$ cat src/rtl/al_bcd_time_counter.sv
// rtl/al_bcd_time_counter.sv - BCD time-of-day counter with 12/24h display, validated load and set-mode steps
module al_bcd_time_counter #(
   parameter bit          WITH_SECONDS = 1'b1,
   parameter logic [23:0] RESET_TIME   = 24'h120000
) (
   input  logic        clk,
   input  logic        reset,
   input  logic        tick,
   input  logic        mode_12h,
   input  logic [23:0] time_in,
   input  logic        load_new_time,
   input  logic        inc_hour,
   input  logic        inc_min,
   output logic [23:0] current_time_out,
   output logic        pm,
   output logic        load_error,
   output logic        day_wrap
);

   localparam logic [23:0] RESET_STATE = WITH_SECONDS ? RESET_TIME : {RESET_TIME[23:8], 8'h00};

   logic [3:0] hh_t_q, hh_u_q, mm_t_q, mm_u_q, ss_t_q, ss_u_q;
   logic [3:0] hh_t_d, hh_u_d, mm_t_d, mm_u_d, ss_t_d, ss_u_d;
   logic       load_error_q, load_error_d;
   logic       day_wrap_q, day_wrap_d;

   logic       load_valid;
   logic       carry_min;
   logic [7:0] hh_next;
   logic [8:0] mm_next, ss_next;
   logic [4:0] hour_bin, hour_12;
   logic [7:0] hh_disp;

   // Hour step with 23 -> 00 wrap.
   function automatic logic [7:0] hour_plus1(input logic [3:0] t, input logic [3:0] u);
      if (t == 4'd2 && u == 4'd3) return 8'h00;
      else if (u == 4'd9)         return {t + 4'd1, 4'd0};
      else                        return {t, u + 4'd1};
   endfunction

   // Modulo-60 step; MSB flags the 59 -> 00 roll.
   function automatic logic [8:0] sixty_plus1(input logic [3:0] t, input logic [3:0] u);
      if (u == 4'd9) begin
         if (t == 4'd5) return 9'h100;
         else           return {1'b0, t + 4'd1, 4'd0};
      end else begin
         return {1'b0, t, u + 4'd1};
      end
   endfunction

   assign hh_next = hour_plus1(hh_t_q, hh_u_q);
   assign mm_next = sixty_plus1(mm_t_q, mm_u_q);
   assign ss_next = sixty_plus1(ss_t_q, ss_u_q);

   assign load_valid = (time_in[23:20] <= 4'd2) && (time_in[19:16] <= 4'd9) &&
                       (time_in[23:16] <= 8'h23) &&
                       (time_in[15:12] <= 4'd5) && (time_in[11:8] <= 4'd9) &&
                       (!WITH_SECONDS || ((time_in[7:4] <= 4'd5) && (time_in[3:0] <= 4'd9)));

   always_comb begin
      hh_t_d       = hh_t_q;
      hh_u_d       = hh_u_q;
      mm_t_d       = mm_t_q;
      mm_u_d       = mm_u_q;
      ss_t_d       = ss_t_q;
      ss_u_d       = ss_u_q;
      load_error_d = 1'b0;
      day_wrap_d   = 1'b0;
      carry_min    = 1'b0;
      if (load_new_time) begin
         if (load_valid) begin
            {hh_t_d, hh_u_d, mm_t_d, mm_u_d} = time_in[23:8];
            {ss_t_d, ss_u_d} = WITH_SECONDS ? time_in[7:0] : 8'h00;
         end else begin
            load_error_d = 1'b1;
         end
      end else if (inc_hour || inc_min) begin
         if (inc_min)  {mm_t_d, mm_u_d} = mm_next[7:0];
         if (inc_hour) {hh_t_d, hh_u_d} = hh_next;
      end else if (tick) begin
         // Without seconds the tick enters directly at the minutes digit.
         if (WITH_SECONDS) begin
            {ss_t_d, ss_u_d} = ss_next[7:0];
            carry_min = ss_next[8];
         end else begin
            carry_min = 1'b1;
         end
         if (carry_min) begin
            {mm_t_d, mm_u_d} = mm_next[7:0];
            if (mm_next[8]) begin
               {hh_t_d, hh_u_d} = hh_next;
               day_wrap_d = (hh_next == 8'h00);
            end
         end
      end
   end

   always_ff @(posedge clk or negedge reset) begin
      if (!reset) begin
         {hh_t_q, hh_u_q, mm_t_q, mm_u_q, ss_t_q, ss_u_q} <= RESET_STATE;
         load_error_q <= 1'b0;
         day_wrap_q   <= 1'b0;
      end else begin
         {hh_t_q, hh_u_q, mm_t_q, mm_u_q, ss_t_q, ss_u_q} <=
            {hh_t_d, hh_u_d, mm_t_d, mm_u_d, ss_t_d, ss_u_d};
         load_error_q <= load_error_d;
         day_wrap_q   <= day_wrap_d;
      end
   end

   always_comb begin
      hour_bin = {1'b0, hh_t_q} * 5'd10 + {1'b0, hh_u_q};
      if (hour_bin == 5'd0)       hour_12 = 5'd12;
      else if (hour_bin > 5'd12)  hour_12 = hour_bin - 5'd12;
      else                        hour_12 = hour_bin;
      if (!mode_12h)              hh_disp = {hh_t_q, hh_u_q};
      else if (hour_12 >= 5'd10)  hh_disp = {4'd1, 4'(hour_12 - 5'd10)};
      else                        hh_disp = {4'd0, hour_12[3:0]};
   end

   assign current_time_out = {hh_disp, mm_t_q, mm_u_q, ss_t_q, ss_u_q};
   assign pm               = (hour_bin >= 5'd12);
   assign load_error       = load_error_q;
   assign day_wrap         = day_wrap_q;

endmodule

$ cat config.mk
export PLATFORM = sky130hd
export DESIGN_NAME = al_bcd_time_counter
export DESIGN_NICKNAME = d
export VERILOG_FILES = /design/src/rtl/al_bcd_time_counter.sv
export SDC_FILE = /design/constraint.sdc
export NUM_CORES = 1
export LEC_CHECK = 0
export ABC_AREA = 0
export CAP_MARGIN = 20
export CORE_MARGIN = 1
export CORE_UTILIZATION = 35
export CTS_CLUSTER_DIAMETER = 100
export CTS_CLUSTER_SIZE = 20
export DETAILED_ROUTE_END_ITERATION = 7
export DONT_BUFFER_PORTS = 1
export GPL_ROUTABILITY_DRIVEN = 0
export PLACE_DENSITY = 0.48
export SETUP_SLACK_MARGIN = 0.5
export SYNTH_ARGS = -nofsm -noshare
export SYNTH_HDL_FRONTEND = slang
export SYNTH_SLANG_ARGS = --single-unit
export TNS_END_PERCENT = 5
$ cat constraint.sdc
create_clock -name clk -period 4.5 [get_ports clk]
set_clock_uncertainty 0.1 [all_clocks]
set_input_delay 0.45 -clock clk [delete_from_list [all_inputs] [get_ports clk]]
set_output_delay 0.45 -clock clk [all_outputs]
set_load 0.01 [all_outputs]
==> out/metrics.yaml, run 1 <==
outcome:
  outcome: "completed"
synth:
  yosys_most_used_dff: "dfrtp_1"
  ys_warn_count: 0
  syn_inst: 269
  async_flop_share_pct: 100
  synth.net_count: 316
  synth_edf_count: 0
  synth_area_um2: 2180
  yosysUniqueCellTypes: 58
  synth_seq_area_share_pct: 29.9
  synthTopCellsByArea: "dfrtp_1 (27%), ha_1 (8.6%), o21ai_0 (7.8%)"
  synth_largest_area_cell: "dfrtp_1"
  syn-mean-instance-area_um2: 8.12
  ys_ff_latch: 26
  synth_top_area_share_pct: 27.5
floorplan:
  rows: 28
  initial_core_util_pct: 36.7
  die_h_um: 81.0
  dieArea_um2: 6560
  ioPinCount: 58
  core-area_um2: 5960
  fp.dieW_um: 81.0
place:
  port_buffers: 0
  dp_hpwl_mm: 4.32
worst_setup_path:
  critPathMaxFanout: 6
  critPathKind: "reg2out"
  crit_path_start_kind: "register"
  required_ps: 3950
  end_kind: "output port"
  slowest_delay_ps: 590
  cp.arrival_ps: 3290
  cp_cell_sequence: "ha_1 -> fa_2 -> inv_2 -> ha_1 -> nand2_1 -> o21a_1 -> a21oi_2 -> inv_1 -> ha_1 -> o41a_1 -> o2111a_1 -> a311o_1"
  cp_slowest_cell: "dfstp_2"
  r2r_cells: 6
  critPathMostFrequentCell: "ha_1"
sta:
  finalCritPeriodShare_pct: 85.4
  fin_tns_setup_ps: 0
  worst_pin_slew_ps: 775
  hold_violations: 0
  slew-limit-headroom_pct: 47.5
  maxClockFrequency_ghz: 0.260
  rsz0062_at_grt: "no"
  setup_viol: 0
  slew_violations: 0
  fin_crit_ps: 3840
finish:
  area_delta_synth_final_pct: 8.88
  fillers: 641
  finalNetCount: 317
  drive_gt1_share_pct: 8.96
  antenna_cells: 0
global_routing:
  grt_max_degree: 44
  grt_pass1_vias: 1894
  antenna_found_initial: 0
  grt-ovfl-total: 0
  grtUsageTotal_pct: 18.6
  grt_pass1_wl_mm: 9.37
run:
  max_cap_violations: 0
pwr:
  p_leak_nw: 0.962
  ir_worst_vdd_mv: 0.311
  total_power_mw: 1.23
  power_density_nw_per_um2: 518
clock_tree:
  clkLatencyLatePin_ps: 270
  clockBufferDepth: 2
  cts_buffers: 3
  clk_pin_slew_ps: 90
  cts_tree: "yes"
  cts-root-buf: "clkbuf_8"
  cts.htree.levels: 1
  clock_sinks: 26
routing:
  routed_wirelength_mm: 5.93
  drc: 0
  dr.pass1.iters: 4
  vias_per_cell: 5.86
  wire_per_inst_um: 17.3
  ant_nets: 0
  drtIter0Drc: 48
  vias: 2011
hold_path:
  whs_path_depth: 1
  hp-class: "in2reg"
sequential cells by signal, indices dropped and copies added (netlist names):
signal / cells
hh_t_q: 4
hh_u_q: 4
mm_t_q: 4
mm_u_q: 4
ss_t_q: 4
ss_u_q: 4
day_wrap: 1
load_error: 1
cell families after synthesis:
| family | count (synthesis) | synth area share, % |
|---|---|---|
| adders and majority gates | 16 | 9.51 |
| and+or+nand+nor | 97 | 23.2 |
| xor gates and xnor gates | 6 | 3.38 |
| buffers and inverters | 25 | 4.64 |
| DFF | 26 | 29.9 |
| AOI/OAI and AO/OA | 96 | 27.4 |
| muxes | 3 | 2.00 |
layer usage:
layer,vias up,GRT usage [%],share of wire (%)
met5,-,0,0
met1,958,23.3,45
met4,0,4.29,0.68
li1,1002,-,-
met3,4,2.81,4.1
met2,47,33.3,50
per-stage QoR:
step	cell area (um2)	worst slack [ps]	utilization [%]	hold slack (ps)	instances
6_report	2380	657	39.9	177	343
5_1_grt	2380	505	39.9	177	343
4_1_cts	2330	555	39.2	170	342
3_5_place_dp	2240	652	37.7	55.0	335
3_3_place_gp	2240	707	37.7	55.1	335
2_1_floorplan	2180	896	-	54.4	269
synth_stat cells (4+ instances only):
| library cell | number |
|---|---|
| a211oi_1 | 4 |
| a21oi_1 | 24 |
| and3_1 | 5 |
| clkbuf_1 | 9 |
| dfrtp_1 | 24 |
| ha_1 | 15 |
| inv_1 | 14 |
| nand2_1 | 20 |
| nand3_1 | 10 |
| nand3b_1 | 4 |
| nor2_1 | 22 |
| nor2b_1 | 7 |
| nor3_1 | 8 |
| o21ai_0 | 34 |
| o31ai_1 | 4 |
where the power goes:
group | internal, mW | switching, mW
Sequential | 0.278 | 0.0974
Clock | 0.0601 | 0.0746
Combinational | 0.322 | 0.400
Total | 0.660 | 0.572
cell usage in the layout, fill, tap and decap left out, types with 4 or more instances in the layout:
cell and n:
nand3_1 10, and3_1 5, o31ai_1 4, o21ai_0 34, nor2b_1 7, ha_1 13
nor3_1 8, nor2_1 22, buf_4 5, nand3b_1 4, dfrtp_1 24, nand2_1 20
a21oi_1 23, a211oi_1 4, inv_1 12
area by class of cell:
class / count / area [um2] / share of cell area [%]
multi-input cells: 218 / 1470 / 61.8
inverters: 14 / 52.6 / 2.21
flip-flops and latches: 26 / 653 / 27.5
well taps: 75 / 93.8 / 3.95
clock buffers: 3 / 41.3 / 1.74
repair buffers: 7 / 67.6 / 2.84
repair_timing:
action / CTS / global route
hold buffers: 2 / 0
setup buffers: 2 / 1
setup endpoints to repair: 2 / 4
endpoints found under the hold margin: 26 / 0
resized for setup: 2 / 8
pin swaps: 0 / 1
path summary, 6_finish.rpt:
kind                                        endpoint     startpoint  slack, ps
worst max-delay path            current_time_out[17]      hh_u_q[1]        660
worst min-delay path                       hh_t_q[3]  load_new_time        180
worst max register to register              day_wrap      hh_u_q[0]       2170
worst min register to register             hh_u_q[1]      hh_u_q[1]        460
max in group asynchronous                  hh_t_q[0]          reset       3570
min in group asynchronous                  mm_t_q[0]          reset        490
worst max-delay path, delay by kind of cell (launching register included):
family | cells | cell delay [ps]
AOI/OAI and AO/OA | 5 | 1010
adders and majority gates | 4 | 1140
DFF | 1 | 590
buffers and inverters | 2 | 190
and+or+nand+nor | 1 | 100
Note: power is estimated with default switching activity, not from simulation.
==> run 2, diff against run 1 <==
Settings changed: ABC_CLOCK_PERIOD_IN_PS from default to 4500, REMOVE_ABC_BUFFERS from default to 1.
==> run 2 against run 1 <==
Compared with the run above:
- combinational power up 2.9%
- flip-flop and latch count unchanged
- maximum frequency up 0.94%
- die area unchanged
- power up 6.7%
- via count unchanged
- cell area up 2.0%
- largest cell class unchanged
==> out/metrics.yaml, run 2 (synthesized netlist as in run 1, its figures left out) <==
outcome:
  outcome: "completed"  # unchanged
routing:
  routed_wirelength_mm: 5.76  # was 5.93 mm
  wire_per_inst_um: 16.7  # was 17.3 um
  vias: 2011  # unchanged
  vias_per_cell: 5.85  # was 5.86
  dr.pass1.iters: 4  # unchanged
  drc: 0  # unchanged
  ant_nets: 0  # unchanged
  drtIter0Drc: 78  # was 48
pwr:
  p_leak_nw: 0.977  # was 0.962 nW
  ir_worst_vdd_mv: 0.376  # was 0.311 mV
  power_density_nw_per_um2: 542  # was 518 nW/um2
worst_setup_path:
  required_ps: 3950  # about the same
  timing.reg2reg.setup_slack_ps: 2190  # was 2170 ps
  cp.arrival_ps: 3260  # was 3290 ps
  critPathKind: "reg2out"  # unchanged
  end_kind: "output port"  # unchanged
  critPathMaxFanout: 5  # was 6
  crit_path_start_kind: "register"  # unchanged
global_routing:
  grt-ovfl-total: 0  # unchanged
  grt_pass1_wl_mm: 8.98  # was 9.37 mm
  grt_pass1_vias: 1789  # was 1894
  grt_max_degree: 44  # unchanged
  grtUsageTotal_pct: 17.7  # was 18.6%
  antenna_found_initial: 0  # unchanged
clock_tree:
  clockBufferDepth: 2  # unchanged
  cts-root-buf: "clkbuf_8"  # unchanged
  clkLatencyLatePin_ps: 280  # was 270 ps
  clock_sinks: 26  # unchanged
  cts_tree: "yes"  # unchanged
  clk_pin_slew_ps: 100  # was 90 ps
  cts_buffers: 3  # unchanged
  cts.htree.levels: 1  # unchanged
sta:
  fin_crit_ps: 3810  # was 3840 ps
  whs_ps: 178  # was 177 ps
  slew-limit-headroom_pct: 34.4  # was 47.5%
  worst_pin_slew_ps: 974  # was 775 ps
  fin_tns_setup_ps: 0  # unchanged
  finalCritPeriodShare_pct: 84.6  # was 85.4%
  hold_violations: 0  # unchanged
  slew_violations: 0  # unchanged
  setup_viol: 0  # unchanged
  maxClockFrequency_ghz: 0.263  # was 0.260 GHz
  setup_ws_ps: 693  # was 657 ps
  rsz0062_at_grt: "no"  # unchanged
place:
  port_buffers: 0  # unchanged
  dp_hpwl_mm: 4.23  # was 4.32 mm
  dpl.cell_count: 334  # was 335
  pre_cts_ws_ps: 638  # was 652 ps
floorplan:
  ioPinCount: 58  # unchanged
  dieArea_um2: 6560  # unchanged
  core-area_um2: 5960  # unchanged
  initial_core_util_pct: 36.7  # unchanged
  rows: 28  # unchanged
  die_h_um: 81.0  # unchanged
  fp.dieW_um: 81.0  # unchanged
finish:
  area_delta_synth_final_pct: 11.1  # was 8.88%
  fin_cells: 344  # was 343
  antenna_cells: 0  # unchanged
  drive_gt1_share_pct: 10.0  # was 8.96%
  multi_input_area_um2: 1490  # was 1470 um2
  final_common_cell: "o21ai_0"  # unchanged
  fillers: 616  # was 641
  layout_common_cells: "o21ai_0 (34), dfrtp_1 (24), a21oi_1 (22), nor2_1 (22), nand2_1 (20)"  # was o21ai_0 (34), dfrtp_1 (24), a21oi_1 (23), nor2_1 (22), nand2_1 (20)
  register_area_um2: 653  # unchanged
  finalNetCount: 317  # unchanged
hold_path:
  hp-class: "in2reg"  # unchanged
run:
  max_cap_violations: 0  # unchanged
==> run 2: changes by cell type in the layout (fill, tap and decap cells not counted) <==
cell and delta:
xor2_4 +1, bufinv_16 +1, ha_1 -1, a21oi_2 +1, a21oi_1 -1, xor2_2 -1
ha_2 +1
==> run 2: worst paths after layout <==
check / startpoint / to / cells past startpoint
min in group asynchronous: reset / mm_t_q[0] / 2
max in group asynchronous: reset / hh_u_q[1] / 2
setup reg to reg: hh_t_q[1] / day_wrap / 6
hold reg to reg: hh_u_q[1] / hh_u_q[1] / 2
hold / removal: load_new_time / hh_t_q[3] / 1
setup / recovery: hh_t_q[0] / current_time_out[17] / 12
==> run 2: through the flow <==
step                      instance area (um2)  utilization (%)  power, mW
after global placement                   2240             37.6      0.999
final                                    2430             40.7       1.31
after CTS                                2360             39.7       1.23
after detailed placement                 2240             37.6      0.998
after floorplan                          2140                -      0.872
after global routing                     2430             40.7       1.42
==> run 2: power breakdown <==
group	leakage, nW	switching, mW	total [mW]	internal (mW)
Sequential	0.319	0.0949	0.373	0.278
Combinational	0.622	0.407	0.743	0.336
Clock	0.0357	0.0789	0.198	0.119
==> run 2: final cells by class <==
| type | count | area share [%] |
|---|---|---|
| tap | 75 | 3.87 |
| multi-input combinational | 218 | 61.3 |
| sequential | 26 | 26.9 |
| inverter | 14 | 2.17 |
| clock buffer | 3 | 1.70 |
| timing repair buffer | 7 | 2.78 |
| clock inverter | 1 | 1.24 |
==> run 2: critical path, stage by stage, from the launching register on <==
cell	delay (ps)
dfstp_2	590
ha_1	270
ha_4	320
xor2_4	220
ha_4	210
a21oi_1	70
o21a_1	190
a21oi_2	160
inv_1	60
ha_1	210
o41a_1	150
o2111a_1	240
a311o_1	310
==> run 2: timing repair <==
| item | 4_1_cts | 5_1_grt |
|---|---|---|
| endpoints found under the setup margin | 2 | 4 |
| hold buffers | 2 | 0 |
| buffers inserted | 2 | 2 |
| endpoints found under the hold margin | 26 | 0 |
| pin swaps | 0 | 1 |
| gates resized for setup | 3 | 11 |
==> run 2: per-layer routing <==
| layer | GRT usage (%) | vias to the layer above | routed length [um] |
|---|---|---|---|
| met4 | 4.46 | 0 | 61 |
| met1 | 24.2 | 948 | 2730 |
| met3 | 4.16 | 8 | 323 |
| met5 | 0 | - | 0 |
| li1 | - | 1001 | - |
| met2 | 28.0 | 54 | 2650 |
